## src/rtl/conv_addr_seq.sv

```systemverilog
// Convolution address sequencer: walks the output channel, output pixel, kernel and input channel loops.
// Padding detection is compiled in only when CONV_ADDR_SEQ_PAD_EN is defined.
module conv_addr_seq #(
  parameter int DIM_IMG    = 32,
  parameter int DIM_KERNEL = 5,
  parameter int DIM_CH     = 3,
  parameter int OUT_CH     = 32,
  parameter int DIM_OUT    = 32,
  parameter int STRIDE     = 1,
  parameter int PADDING    = 2,
  parameter int AW         = 16
) (
  input  logic          clk,
  input  logic          reset,
  input  logic          start,
  input  logic          addr_ready,
  output logic          busy,
  output logic          addr_valid,
  output logic [AW-1:0] s_addr,
  output logic [AW-1:0] w_addr,
  output logic [AW-1:0] b_addr,
  output logic          pad,
  output logic          last,
  output logic          save_valid,
  output logic [AW-1:0] save_addr,
  output logic          done
);

  localparam int SW = (AW + 2 > 32) ? AW + 2 : 32;
  localparam int IW = (OUT_CH     > 1) ? $clog2(OUT_CH)     : 1;
  localparam int OW = (DIM_OUT    > 1) ? $clog2(DIM_OUT)    : 1;
  localparam int MW = (DIM_KERNEL > 1) ? $clog2(DIM_KERNEL) : 1;
  localparam int LW = (DIM_CH     > 1) ? $clog2(DIM_CH)     : 1;

`ifdef CONV_ADDR_SEQ_PAD_EN
  localparam int PAD_EFF = PADDING;
`else
  localparam int PAD_EFF = 0 * PADDING;
`endif

  localparam logic [IW-1:0] I_MAX = IW'(OUT_CH - 1);
  localparam logic [OW-1:0] O_MAX = OW'(DIM_OUT - 1);
  localparam logic [MW-1:0] M_MAX = MW'(DIM_KERNEL - 1);
  localparam logic [LW-1:0] L_MAX = LW'(DIM_CH - 1);

  typedef logic signed [SW-1:0] sw_t;
  typedef enum logic [1:0] {S_IDLE, S_RUN, S_DONE} state_t;

  // Returns {pad, s_addr}; row/col stay signed and full width until the final truncation.
  function automatic logic [AW:0] calc_src(input logic [OW-1:0] cj, input logic [OW-1:0] ck,
                                           input logic [MW-1:0] cm, input logic [MW-1:0] cn,
                                           input logic [LW-1:0] cl);
    sw_t  row, col, v;
    logic pb;
    row = sw_t'(STRIDE) * sw_t'(cj) + sw_t'(cm) - sw_t'(PAD_EFF);
    col = sw_t'(STRIDE) * sw_t'(ck) + sw_t'(cn) - sw_t'(PAD_EFF);
    v   = (row * sw_t'(DIM_IMG) + col) * sw_t'(DIM_CH) + sw_t'(cl);
`ifdef CONV_ADDR_SEQ_PAD_EN
    pb = (row < sw_t'(0)) || (row >= sw_t'(DIM_IMG)) || (col < sw_t'(0)) || (col >= sw_t'(DIM_IMG));
    if (pb) v = '0;
`else
    pb = 1'b0;
`endif
    return {pb, AW'(v)};
  endfunction

  function automatic logic [AW-1:0] calc_w(input logic [IW-1:0] ci, input logic [MW-1:0] cm,
                                           input logic [MW-1:0] cn, input logic [LW-1:0] cl);
    sw_t v;
    v = ((sw_t'(ci) * sw_t'(DIM_KERNEL) + sw_t'(cm)) * sw_t'(DIM_KERNEL) + sw_t'(cn))
        * sw_t'(DIM_CH) + sw_t'(cl);
    return AW'(v);
  endfunction

  function automatic logic [AW-1:0] calc_save(input logic [IW-1:0] ci, input logic [OW-1:0] cj,
                                              input logic [OW-1:0] ck);
    sw_t v;
    v = (sw_t'(cj) * sw_t'(DIM_OUT) + sw_t'(ck)) * sw_t'(OUT_CH) + sw_t'(ci);
    return AW'(v);
  endfunction

  state_t          state;
  logic [IW-1:0]   i, nxt_i, src_i;
  logic [OW-1:0]   j, k, nxt_j, nxt_k, src_j, src_k;
  logic [MW-1:0]   m, n, nxt_m, nxt_n, src_m, src_n;
  logic [LW-1:0]   l, nxt_l, src_l;
  logic [AW:0]     src_pad_s;
  logic [AW-1:0]   src_w;
  logic            src_last;
  logic            hs, pix_end;

  always_comb begin
    nxt_i = i; nxt_j = j; nxt_k = k; nxt_m = m; nxt_n = n; nxt_l = l;
    if (l == L_MAX) begin
      nxt_l = '0;
      if (n == M_MAX) begin
        nxt_n = '0;
        if (m == M_MAX) begin
          nxt_m = '0;
          if (k == O_MAX) begin
            nxt_k = '0;
            if (j == O_MAX) begin
              nxt_j = '0;
              nxt_i = (i == I_MAX) ? '0 : i + 1'b1;
            end else begin
              nxt_j = j + 1'b1;
            end
          end else begin
            nxt_k = k + 1'b1;
          end
        end else begin
          nxt_m = m + 1'b1;
        end
      end else begin
        nxt_n = n + 1'b1;
      end
    end else begin
      nxt_l = l + 1'b1;
    end
  end

  // The beat registered on the next edge comes from the advanced counters, or from zero when a pass starts.
  always_comb begin
    src_i = '0; src_j = '0; src_k = '0; src_m = '0; src_n = '0; src_l = '0;
    if (state == S_RUN) begin
      src_i = nxt_i; src_j = nxt_j; src_k = nxt_k;
      src_m = nxt_m; src_n = nxt_n; src_l = nxt_l;
    end
    src_pad_s = calc_src(src_j, src_k, src_m, src_n, src_l);
    src_w     = calc_w(src_i, src_m, src_n, src_l);
    src_last  = (src_i == I_MAX) && (src_j == O_MAX) && (src_k == O_MAX) &&
                (src_m == M_MAX) && (src_n == M_MAX) && (src_l == L_MAX);
    hs        = addr_valid && addr_ready;
    pix_end   = (m == M_MAX) && (n == M_MAX) && (l == L_MAX);
  end

  always_ff @(posedge clk) begin
    if (reset) begin
      state      <= S_IDLE;
      {i, j, k, m, n, l} <= '0;
      busy       <= 1'b0;
      addr_valid <= 1'b0;
      s_addr     <= '0;
      w_addr     <= '0;
      b_addr     <= '0;
      pad        <= 1'b0;
      last       <= 1'b0;
      save_valid <= 1'b0;
      save_addr  <= '0;
      done       <= 1'b0;
    end else begin
      save_valid <= 1'b0;
      done       <= 1'b0;
      case (state)
        S_IDLE: if (start) begin
          state      <= S_RUN;
          busy       <= 1'b1;
          addr_valid <= 1'b1;
          {i, j, k, m, n, l} <= '0;
          {pad, s_addr} <= src_pad_s;
          w_addr     <= src_w;
          b_addr     <= AW'(src_i);
          last       <= src_last;
        end
        S_RUN: if (hs) begin
          if (pix_end) begin
            save_valid <= 1'b1;
            save_addr  <= calc_save(i, j, k);
          end
          if (last) begin
            state      <= S_DONE;
            done       <= 1'b1;
            addr_valid <= 1'b0;
            {i, j, k, m, n, l} <= '0;
            {pad, s_addr} <= '0;
            w_addr     <= '0;
            b_addr     <= '0;
            last       <= 1'b0;
          end else begin
            i <= nxt_i; j <= nxt_j; k <= nxt_k;
            m <= nxt_m; n <= nxt_n; l <= nxt_l;
            {pad, s_addr} <= src_pad_s;
            w_addr     <= src_w;
            b_addr     <= AW'(src_i);
            last       <= src_last;
          end
        end
        S_DONE: begin
          state <= S_IDLE;
          busy  <= 1'b0;
        end
        default: state <= S_IDLE;
      endcase
    end
  end

endmodule
```

## config.mk

```make
export PLATFORM = sky130hd
export DESIGN_NAME = conv_addr_seq
export DESIGN_NICKNAME = d
export VERILOG_FILES = /design/src/rtl/conv_addr_seq.sv
export SDC_FILE = /design/constraint.sdc
export NUM_CORES = 1
export LEC_CHECK = 0
export BUFFER_PORTS_ARGS = -buffer_cell sky130_fd_sc_hd__buf_2
export CORE_MARGIN = 5
export CORE_UTILIZATION = 55
export CTS_CLUSTER_DIAMETER = 120
export DETAILED_ROUTE_END_ITERATION = 16
export GPL_ROUTABILITY_DRIVEN = 0
export HOLD_SLACK_MARGIN = 0.06
export PLACE_DENSITY_LB_ADDON = 0.08
export SYNTH_ARGS = -nofsm -noshare
export SYNTH_HDL_FRONTEND = slang
export SYNTH_SLANG_ARGS = --single-unit
```

## constraint.sdc

```tcl
create_clock -name clk -period 8.85 [get_ports clk]
set_input_delay 2.2125 -clock clk [delete_from_list [all_inputs] [get_ports clk]]
set_output_delay 2.2125 -clock clk [all_outputs]
set_load 0.02 [all_outputs]
```

* After elaboration in Yosys (flattened, before gate mapping) *
Index checks and enable logic that the tools add are counted.

storage, ports and cells
  bits in registers = 95
  bits of input ports = 4
  output and inout port bits = 70
  logic and storage cells = 150

cells by class
  add/sub/neg operators = 15
  multipliers = 4
  equal/unequal tests = 17
  mux-type cells = 78
  bitwise gates (word level) = 2
  reduce and logical (&&, ||, !) cells = 17

operator list
  cell                   number
  $mux 5                 26
  $mux 16                7
  $pmux 16 s2            3
  $mux 3                 12
  $eq 5x5->1 const B     6
  $pmux 5 s2             3
  $add 15x2->16          1
  $add 16x5->16          1
  $mux 2                 8
  $add 14x2->15          1
  $add 5x1->5 const B    3
  $mul 13x2->15 const B  1
  $mux 15                1
  $mul 12x2->14 const B  1
  $add 12x3->13          1
  $add 11x6->12          1
  $add 5x3->6            2
  $eq 3x3->1 const B     4
  $mul 9x3->12 const B   1
  $pmux 3 s2             2
  $add 10x5->11          1
  $mux 1                 10
  $add 8x3->9            1
  $reduce_and 3->1       3
  15 further kinds       33

* Longest topological paths before layout *
Gate-level depths: netlist (run 1).

  depth after elaboration = 17
  depth in mapped cells = 31
  mapped depth without buffers = 30

* Worst setup path before layout (run 1) *
Ideal clock, no wire load.

  kind = register to register
  from = reg k[0]
  to = reg w_addr[11]
  data arrival time = 6.219 ns
  slack = 2.502 ns
  cell stages (with the launch flop) = 31
  path through = dfxtp_1 ha_1 and3_1 ha_1 clkbuf_1 and3_1 nand4b_1 o21ai_0 and2_1 ha_1 ha_1 fa_1 a21o_1 a21oi_1 xnor2_1 and2_1 nor2_1 ha_1 ha_1 inv_1 o21ai_0 o211ai_1 o2bb2ai_1 xnor2_1 ha_1 ha_1 or2_2 a21oi_1 a21oi_1 xnor2_1 o21ai_0

on the way
  word-level cells in the longest chain between the ends = 15
  elaborated cells on any way between the ends = 16
  classes of those cells = add/sub (3); mul (3); eq/ne (1); mux (9)

RTL lines
  what                      RTL line  RTL
  start: declaration        84        logic [OW-1:0] j, k, nxt_j, nxt_k, src_j, src_k;
  start signal: assignment  180       i <= nxt_i; j <= nxt_j; k <= nxt_k;
  $eq 5x5->1 (*)            100       if (k == O_MAX) begin
  $mux 5 (*)                100
  $mux 5 (*)                98        if (m == M_MAX) begin
  $mux 5 (*)                96        if (n == M_MAX) begin
  $mux 5 (*)                94        if (l == L_MAX) begin
  $mux 5 (*)                125       if (state == S_RUN) begin
  $mul 5x3->8 (*)           70        v = ((sw_t'(ci) * sw_t'(DIM_KERNEL) + sw_t'(cm)) * sw_t'(DIM_KERNEL) + sw_t'(cn))
  $add 8x3->9 (*)           70
  $mul 9x3->12 (*)          70
  $add 12x3->13 (*)         70
  $mul 13x2->15 (*)         71        * sw_t'(DIM_CH) + sw_t'(cl);
  $add 15x2->16 (*)         71
  $mux 16                   170       if (last) begin
  $mux 16                   165       S_RUN: if (hs) begin
  $pmux 16 s2 (*)           154       case (state)
  end signal: assignment    161       w_addr <= src_w;
  end signal: assignment    183       w_addr <= src_w;
  end: declaration          20        output logic [AW-1:0] w_addr,

Mark *: on every way between the ends. The rest lies on a longest branch, timed or not. The select of a mux whose other input is x is not followed.
A chain may end at the register's enable or synchronous reset.

* Worst setup path in the final report (run 1) *
  from = reg j[0]
  to = reg w_addr[12]

on the way
  word-level cells in the longest chain between the ends = 16
  elaborated cells on any way between the ends = 17
  classes of those cells = add/sub (3); mul (3); eq/ne (1); mux (10)

RTL lines
  what                      RTL line  RTL
  start: declaration        84
  start signal: assignment  180
  $eq 5x5->1 (*)            102       if (j == O_MAX) begin
  $mux 5 (*)                102
  $mux 5 (*)                100
  $mux 5 (*)                98
  $mux 5 (*)                96
  $mux 5 (*)                94
  $mux 5 (*)                125
  $mul 5x3->8 (*)           70
  $add 8x3->9 (*)           70
  $mul 9x3->12 (*)          70
  $add 12x3->13 (*)         70
  $mul 13x2->15 (*)         71
  $add 15x2->16 (*)         71
  $mux 16                   170
  $mux 16                   165
  $pmux 16 s2 (*)           154

Marks and branches as above.

==> results of run 1 <==
==> kinds of logic after synthesis <==
group / Yosys count / synth area share, %
simple gates: 239 / 18.7
other cells: 1 / 0.0623
mux: 6 / 1.04
xor+xnor: 47 / 6.84
fa+ha+maj: 101 / 22.0
compound gates: 197 / 20.3
buf+inv: 69 / 5.45
flops: 77 / 25.6
==> routing by layer <==
layer / global-route usage [%] / wire length [um] / vias up / share of wire, %
met5: 0 / 0 / - / 0
met4: 8.39 / 243 / 0 / 1.8
met3: 4.02 / 805 / 18 / 6.0
met2: 32.2 / 6100 / 129 / 45
met1: 28.9 / 6360 / 2448 / 47
li1: - / - / 2664 / -
==> state kept, by name, summed over array words and instances (netlist names) <==
register	count
save_addr	15
s_addr	14
w_addr	13
b_addr	5
i	5
j	5
k	5
m	3
n	3
l	2
state	2
addr_valid	1
busy	1
done	1
last	1
save_valid	1
==> power groups by stage <==
| stage | combinational (uW) | clock, uW | sequential (uW) |
|---|---|---|---|
| floorplan | 35.6 | 0 | 361 |
| global placement | 42.6 | 0 | 358 |
| detailed placement | 43.1 | 0 | 359 |
| CTS | 43.2 | 282 | 350 |
| global route | 47.8 | 299 | 351 |
| finish | 43.6 | 274 | 350 |
==> cell type report <==
type	instances	area [um^2]
repair buffers	61	320
well taps	140	175
fillers	989	4250
clock inverters	5	57.6
multi-input cells	611	4230
clock buffers	11	141
flip-flops and latches	77	1540
inverters	21	78.8
==> tightest hold or removal path, cell delays in order, from the launching register on <==
cell and delay, ns:
dfxtp_1 0.32, nand2_1 0.04, o21ai_0 0.05
==> cell usage in the layout, fill, tap and decap left out, types with 9 or more instances in the layout <==
cell | synthesis | layout
o21ai_0 | 46 | 46
nand2_1 | 79 | 79
nor2_1 | 72 | 72
ha_1 | 93 | 93
xnor2_1 | 30 | 30
nor3_1 | 13 | 12
xor2_1 | 17 | 17
and2_1 | 13 | 13
inv_1 | 21 | 21
a22oi_1 | 28 | 28
a21oi_1 | 65 | 65
conb_1 | 1 | 21
nand3_1 | 9 | 9
clkbuf_8 | 0 | 10
buf_2 | 1 | 55
dfxtp_1 | 77 | 77
a21o_1 | 14 | 14
==> per-stage QoR <==
stage / power (uW) / setup slack [ns] / area (um^2) / hold slack [ns] / util [%]
after floorplan: 396 / 2.50 / 6090 / 0.458 / -
after global placement: 401 / 2.01 / 6340 / 0.429 / 58.8
after detailed placement: 402 / 1.84 / 6340 / 0.438 / 58.8
after CTS: 676 / 1.78 / 6540 / 0.455 / 60.6
after global routing: 698 / 1.22 / 6540 / 0.476 / 60.6
final: 668 / 1.76 / 6540 / 0.447 / 60.6
==> worst paths after layout <==
path	start	to	slack (ns)
max	j[0]	w_addr[12]	1.76
min	w_addr[8]	w_addr[8]	0.45
max reg2reg	j[0]	w_addr[12]	1.76
min reg2reg	w_addr[8]	w_addr[8]	0.45
==> results.toml, run 1 <==
[logic_synthesis]
synth_ff_type = "dfxtp_1"
yosys.area.top_type = "dfxtp_1"
synth_edf_count = 0
synthTopCellsByArea = "dfxtp_1 26%, ha_1 19%, a21oi_1 5.4%, nand2_1 4.9%, nor2_1 4.5%"
synthArstFlopShare_pct = 0
synth-seq-cells = 77
yosysMostFrequentCell = "ha_1"
synth_common_cells = "93 x ha_1, 79 x nand2_1, 77 x dfxtp_1"
avgSynthCellArea_um2 = 8.17
netlist_instances = 737
synth_top_area_share_pct = 25.6
ys_types = 54
seq_area_frac_synth_pct = 25.6
syn_area_mm2 = 0.00602
yosys_warnings = 0

[floorplanning]
ios = 74
core_area_mm2 = 0.0108
dieArea_mm2 = 0.0131
fp-row-count = 38
initial_core_util_pct = 55.8
die-height_um = 115
die_w_um = 115

[critical_path]
slowest_stage = "dfxtp_1"
crit_buf_inv = 0
startpoint_type = "flip-flop"
endpoint_kind = "flip-flop"
arrival_ns = 7.33
path_max_fanout = 9
cp_slowest_stage_delay_ns = 0.49
required_ns = 9.09
path_class = "reg2reg"
crit_family = "adder cells"
cp_common_cell = "ha_1"
path_depth = 28
worstRegToRegCells = 28

[placed_design]
hpwl_mm = 10.6
dpl.cell_count = 910
port_buffers = 55

[layout]
area_delta_synth_final_pct = 8.73
nets = 886
fin_cells = 926
antenna-diode-count = 0
drive_gt1_share_pct = 11.3

[global_route]
grtUsageTotal_pct = 21.0
antenna_found_initial = 0
grt_pass1_vias = 4838
grt_max_degree = 68
grt-ovfl-total = 0
grt_first_pass_wirelength_mm = 22.4

[cts]
cts_hold_buf = 0
cts_buffer_depth = 2
cts-root-buf = "clkbuf_8"
cts_made_buffers = 9
cts-resized-gates = 0
cts_setup_buffers = 0
clkTransAtPathRegs_ns = 0.08
cts_tree = "built"
htree_num_levels = 3
clock-sinks = 77
clock_latency_ns = 0.37

[drt]
drc = 0
vias_per_cell = 5.68
drt-total-wl_mm = 13.5
drtAntennaViolNets = 0
routedWlPerCell_um = 14.6
firstDrtPassIters = 5
drtIter0Drc = 267
via_count = 5259

[pwr]
combPwrFrac_pct = 6.5
pwr-share-clk_pct = 41.0
switching_share_pct = 25.7
p_sw_uw = 172
irDropWorstVdd_uv = 135
p_per_area_mw_per_mm2 = 102
power_leakage_uw = 0.00323
p_int_uw = 496
p_seq_share_pct = 52.5

[sta]
fin_setup_tns_ns = 0
hold_viol = 0
slew_violations = 0
fmax_mhz = 141
setup_viol = 0
tightest_slew_ns = 0.816
rsz0062_at_grt = "false"
period_share_pct = 80.1
worst_clock_skew_ns = 0.0107
period_minus_slack_ns = 7.09
slew_headroom_pct = 45.4

[status]
status = "completed"

[min_path]
min_path_type = "reg2reg"
hold_path_depth = 2

[job]
maxCapViolations = 0
(Power assumes the default switching activity.)
==> inputs of run 2 (changes only) <==
- CORE_UTILIZATION: 55 -> 54
- clock period: 8.85 -> 6.5 ns (I/O delays scaled with it)
==> run 2 against run 1 <==
Combinational power is 36% higher. Worst hold slack gained 0.0047 ns. Count of clock-buffer cells in the layout fell by 1. Critical endpoint is now w_addr[11]. Largest power group unchanged. Highest routed layer unchanged.
==> results.toml, run 2 (same netlist as run 1, synthesis figures left out) <==
[floorplanning]
ios = 74
core_area_mm2 = 0.0109
initial_core_util_pct = 55.3
die-height_um = 116
fp-row-count = 38
dieArea_mm2 = 0.0134
die_w_um = 116

[sta]
period_share_pct = 96.4
hold_ws_ns = 0.452
setup_ws_ns = 0.237
slew_headroom_pct = 17.6
worst_clock_skew_ns = 0.0128
setup_viol = 0
period_minus_slack_ns = 6.26
tightest_slew_ns = 1.24
fmax_mhz = 160
hold_viol = 0
slew_violations = 0

[drt]
via_count = 5475
drc = 0
drtIter0Drc = 290
drtAntennaViolNets = 0
firstDrtPassIters = 6
vias_per_cell = 5.76
drt-total-wl_mm = 14.5
routedWlPerCell_um = 15.2

[critical_path]
startpoint_type = "flip-flop"
arrival_ns = 6.51
endpoint_kind = "flip-flop"
slowest_stage = "dfxtp_1"
required_ns = 6.75
path_class = "reg2reg"
r2r_slack_ns = 0.24
cp_slowest_stage_delay_ns = 0.38
path_max_fanout = 6
cp_common_cell = "ha_1"

[global_route]
grtUsageTotal_pct = 21.7
grt-busiest-layer = "met2"
use_met1_pct = 29.5
gr-usage-met3_pct = 3.76
grt_pass1_vias = 5008
grt_max_degree = 61
grt_use_met2_pct = 35.1
antenna_found_initial = 0
grt-ovfl-total = 0
grt_first_pass_wirelength_mm = 23.4

[placed_design]
pre_cts_ws_ns = -0.127
hpwl_mm = 11.1
dpl_cell_area_mm2 = 0.00649
dpl.cell_count = 930
port_buffers = 55

[cts]
htree_num_levels = 3
clock-sinks = 77
clkTransAtPathRegs_ns = 0.09
clock_latency_ns = 0.38
cts_tree = "built"
cts_buffer_depth = 2
cts_made_buffers = 9
cts-root-buf = "clkbuf_8"

[layout]
drive_gt1_share_pct = 18.0
regMostFlops = "save_addr"
top_regs = "save_addr x15, s_addr x14, w_addr x13"
fin_cells = 950
area_delta_synth_final_pct = 15.2
nFillCells = 961
ff_latch_area_mm2 = 0.00154
multi_input_area_mm2 = 0.00443
antenna-diode-count = 0
stdcell_area_mm2 = 0.00693
layout_common_cells = "84 x ha_1, 79 x nand2_1, 75 x dfxtp_1"
nets = 910
layout_commonest_cell = "ha_1"
largest_reg_flops = 15

[status]
status = "completed"

[pwr]
p_per_area_mw_per_mm2 = 132
power.total_uw = 915
power_leakage_uw = 0.00336
irDropWorstVdd_uv = 121

[job]
maxCapViolations = 0

[min_path]
min_path_type = "reg2reg"
## run 2: metal layers
metal / vias to the layer above / wire length (um)
met2: 124 / 6720
met4: 0 / 259
li1: 2718 / -
met5: - / 0
met3: 22 / 723
met1: 2611 / 6760
## run 2: path summary, 6_finish.rpt
kind / from / endpoint / cells past startpoint
min: save_addr[1] / save_addr[1] / 2
max: i[1] / w_addr[11] / 28
min reg2reg: save_addr[1] / save_addr[1] / 2
max reg2reg: i[1] / w_addr[11] / 28
## run 2: final cells by class
class | instances | area share [%]
Multi-Input combinational cell | 611 | 64.0
Sequential cell | 77 | 22.3
Timing Repair Buffer | 85 | 7.22
Tap cell | 140 | 2.53
Clock buffer | 10 | 1.84
Inverter | 21 | 1.14
Clock inverter | 6 | 1.03
## run 2: worst max-delay path, delay by kind of cell, from the launching register on
| family | cells | cell delay [ns] |
|---|---|---|
| compound gates | 9 | 1.39 |
| flops | 1 | 0.38 |
| xor+xnor | 3 | 0.54 |
| simple gates | 6 | 1.23 |
| buf+inv | 1 | 0.05 |
| fa+ha+maj | 9 | 2.53 |
## run 2: stage by stage
step / util (%) / setup TNS [ns]
after floorplan: - / 0
final: 63.7 / 0
after global routing: 63.7 / -0.113
after CTS: 61.6 / 0
after global placement: 59.7 / 0
after detailed placement: 59.7 / -0.305
## run 2: where the power goes
| group | total (uW) | internal (uW) | switching (uW) |
|---|---|---|---|
| logic | 59.5 | 12.1 | 47.4 |
| clock network | 378 | 181 | 197 |
| registers | 477 | 475 | 2.44 |
## run 2: what timing repair did
action,4_1_cts,5_1_grt
setup endpoints to repair,4,6
setup buffers,0,4
gates cloned,0,0
hold buffers,0,0
pin swaps,0,14
gates resized for setup,5,37
==> inputs of run 3 (changes only) <==
- BUFFER_PORTS_ARGS: -buffer_cell sky130_fd_sc_hd__buf_2 -> -buffer_cell sky130_fd_sc_hd__buf_4
- PLACE_DENSITY: unset -> 0.88
- PLACE_DENSITY_LB_ADDON: 0.08 -> unset
==> run 3 against run 2 <==
The run now ends with negative setup slack left. Count of clock-buffer cells in the layout rose by 1. Final area rose by 2.9%. Worst setup slack got worse by 0.25 ns. First-iteration DRC count up 130%. Worst hold slack better by 0.0047 ns. Critical path type unchanged.
==> results.toml, run 3 (same netlist as run 1, synthesis figures left out) <==
[sta]
slew_violations = 0
hold_viol = 0
period_share_pct = 100
period_minus_slack_ns = 6.52
worst_clock_skew_ns = 0.00772
slew_headroom_pct = 36.7
fmax_mhz = 153
tightest_slew_ns = 0.947
setup_viol = 1
setup_ws_ns = -0.0162

[layout]
area_delta_synth_final_pct = 18.4
nets = 916
layout_commonest_cell = "buf_4"
largest_reg_flops = 15
layout_common_cells = "91 x buf_4, 83 x ha_1, 79 x nand2_1"
regMostFlops = "save_addr"
top_regs = "save_addr x15, s_addr x14, w_addr x13"
stdcell_area_mm2 = 0.00713
fin_cells = 956
antenna-diode-count = 0
drive_gt1_share_pct = 19.4

[global_route]
grt_max_degree = 68
grtUsageTotal_pct = 21.7
antenna_found_initial = 0
grt-ovfl-total = 0
grt_first_pass_wirelength_mm = 23.4
grt_pass1_vias = 5130

[pwr]
power_leakage_uw = 0.00341
switching_share_pct = 25.6
p_sw_uw = 243
irDropWorstVdd_uv = 89.6
pwr-share-clk_pct = 43.1
p_int_uw = 706
power.total_uw = 948
combPwrFrac_pct = 6.6
p_seq_share_pct = 50.2
p_per_area_mw_per_mm2 = 133

[drt]
routedWlPerCell_um = 16.9
drc = 0
vias_per_cell = 6.07
drt-total-wl_mm = 16.1
via_count = 5800
drtAntennaViolNets = 0
drtIter0Drc = 657
firstDrtPassIters = 5

[floorplanning]
die_w_um = 116
dieArea_mm2 = 0.0134
initial_core_util_pct = 55.3
die-height_um = 116
core_area_mm2 = 0.0109
fp-row-count = 38
ios = 74

[critical_path]
path_class = "reg2reg"
path_max_fanout = 4
slowest_stage = "ha_1"
startpoint_type = "flip-flop"
endpoint_kind = "flip-flop"
worstRegToRegCells = 29
cp_slowest_stage_delay_ns = 0.36
arrival_ns = 6.76
r2r_slack_ns = -0.02
critPathLaunch = "k[1]"
required_ns = 6.74
reg2reg_to = "w_addr[11]"
timing.rr.start = "k[1]"
cp_common_cell = "ha_1"

[status]
violations = "negative setup slack"
status = "finished with violations"

[cts]
htree_num_levels = 3
clock_latency_ns = 0.37
cts_made_buffers = 9
cts_tree = "built"
cts_buffer_depth = 2
cts-root-buf = "clkbuf_8"
clock-sinks = 77
cts_hold_buf = 0
clkTransAtPathRegs_ns = 0.08

[min_path]
holdCritStartpoint = "save_addr[11]"
hold_path_depth = 2
min_path_type = "reg2reg"
hold_end = "save_addr[11]"

[placed_design]
dpl.cell_count = 934
dpl_cell_area_mm2 = 0.00666
port_buffers = 55
hpwl_mm = 10.7

[job]
maxCapViolations = 0
run 3: final cells by class:
cell class                      instances  area (um^2)
Inverter                               21         78.8
Clock inverter                          5         82.6
Timing Repair Buffer                   91          683
Tap cell                              140          175
Clock buffer                           11          131
Multi-Input combinational cell        611         4420
Sequential cell                        77         1550
Fill cell                             814         3760
run 3: repair_timing:
item                                   CTS  global route
setup endpoints to repair                4             6
cloned                                   0             0
gates resized for setup                  8            43
buffers inserted                         0             6
endpoints found under the hold margin    0             0
pin swaps                                0            20
run 3: worst max-delay path by stage:
| stage | depth (start not counted) | endpoint | slack [ns] |
|---|---|---|---|
| 6_report | 29 | w_addr[11] | -0.02 |
| 5_1_grt | 28 | w_addr[11] | -0.20 |
| 4_1_cts | 29 | w_addr[11] | -0.002 |
| 3_5_place_dp | 28 | w_addr[11] | -0.06 |
| 3_3_place_gp | 28 | w_addr[11] | 0.18 |
| 2_1_floorplan | 30 | w_addr[11] | 0.15 |
run 3: power by group through the flow:
| stage | Combinational (uW) | Sequential, uW | Clock (uW) |
|---|---|---|---|
| 2_1_floorplan | 48.5 | 491 | 0 |
| 3_3_place_gp | 60.7 | 488 | 0 |
| 3_5_place_dp | 60.8 | 488 | 0 |
| 4_1_cts | 61.2 | 477 | 414 |
| 5_1_grt | 68.3 | 477 | 436 |
| 6_report | 63.0 | 476 | 409 |
run 3: critical path: cells and delay by family (launching register included):
kind	cells	cell delay, ns
DFF	1	0.34
adders and majority gates	9	2.40
and+or+nand+nor	7	1.49
buffers and inverters	1	0.18
xor gates and xnor gates	3	0.55
AOI/OAI and AO/OA	9	1.43
run 3: stage by stage:
stage / util (%) / TNS [ns] / setup WS [ns] / hold WS [ns]
final: 65.5 / -0.0162 / -0.0162 / 0.457
after CTS: 63.4 / -0.00159 / -0.00159 / 0.458
after floorplan: - / 0 / 0.152 / 0.458
after global routing: 65.5 / -0.567 / -0.205 / 0.474
after detailed placement: 61.2 / -0.125 / -0.0594 / 0.445
after global placement: 61.2 / 0 / 0.182 / 0.434
run 3: layer usage:
| metal | up-vias | routed length, um | GRT usage, % |
|---|---|---|---|
| li1 | 2726 | - | - |
| met3 | 68 | 1570 | 5.38 |
| met5 | - | 0 | 0 |
| met2 | 293 | 7490 | 35.6 |
| met1 | 2713 | 6430 | 27.1 |
| met4 | 0 | 648 | 9.15 |
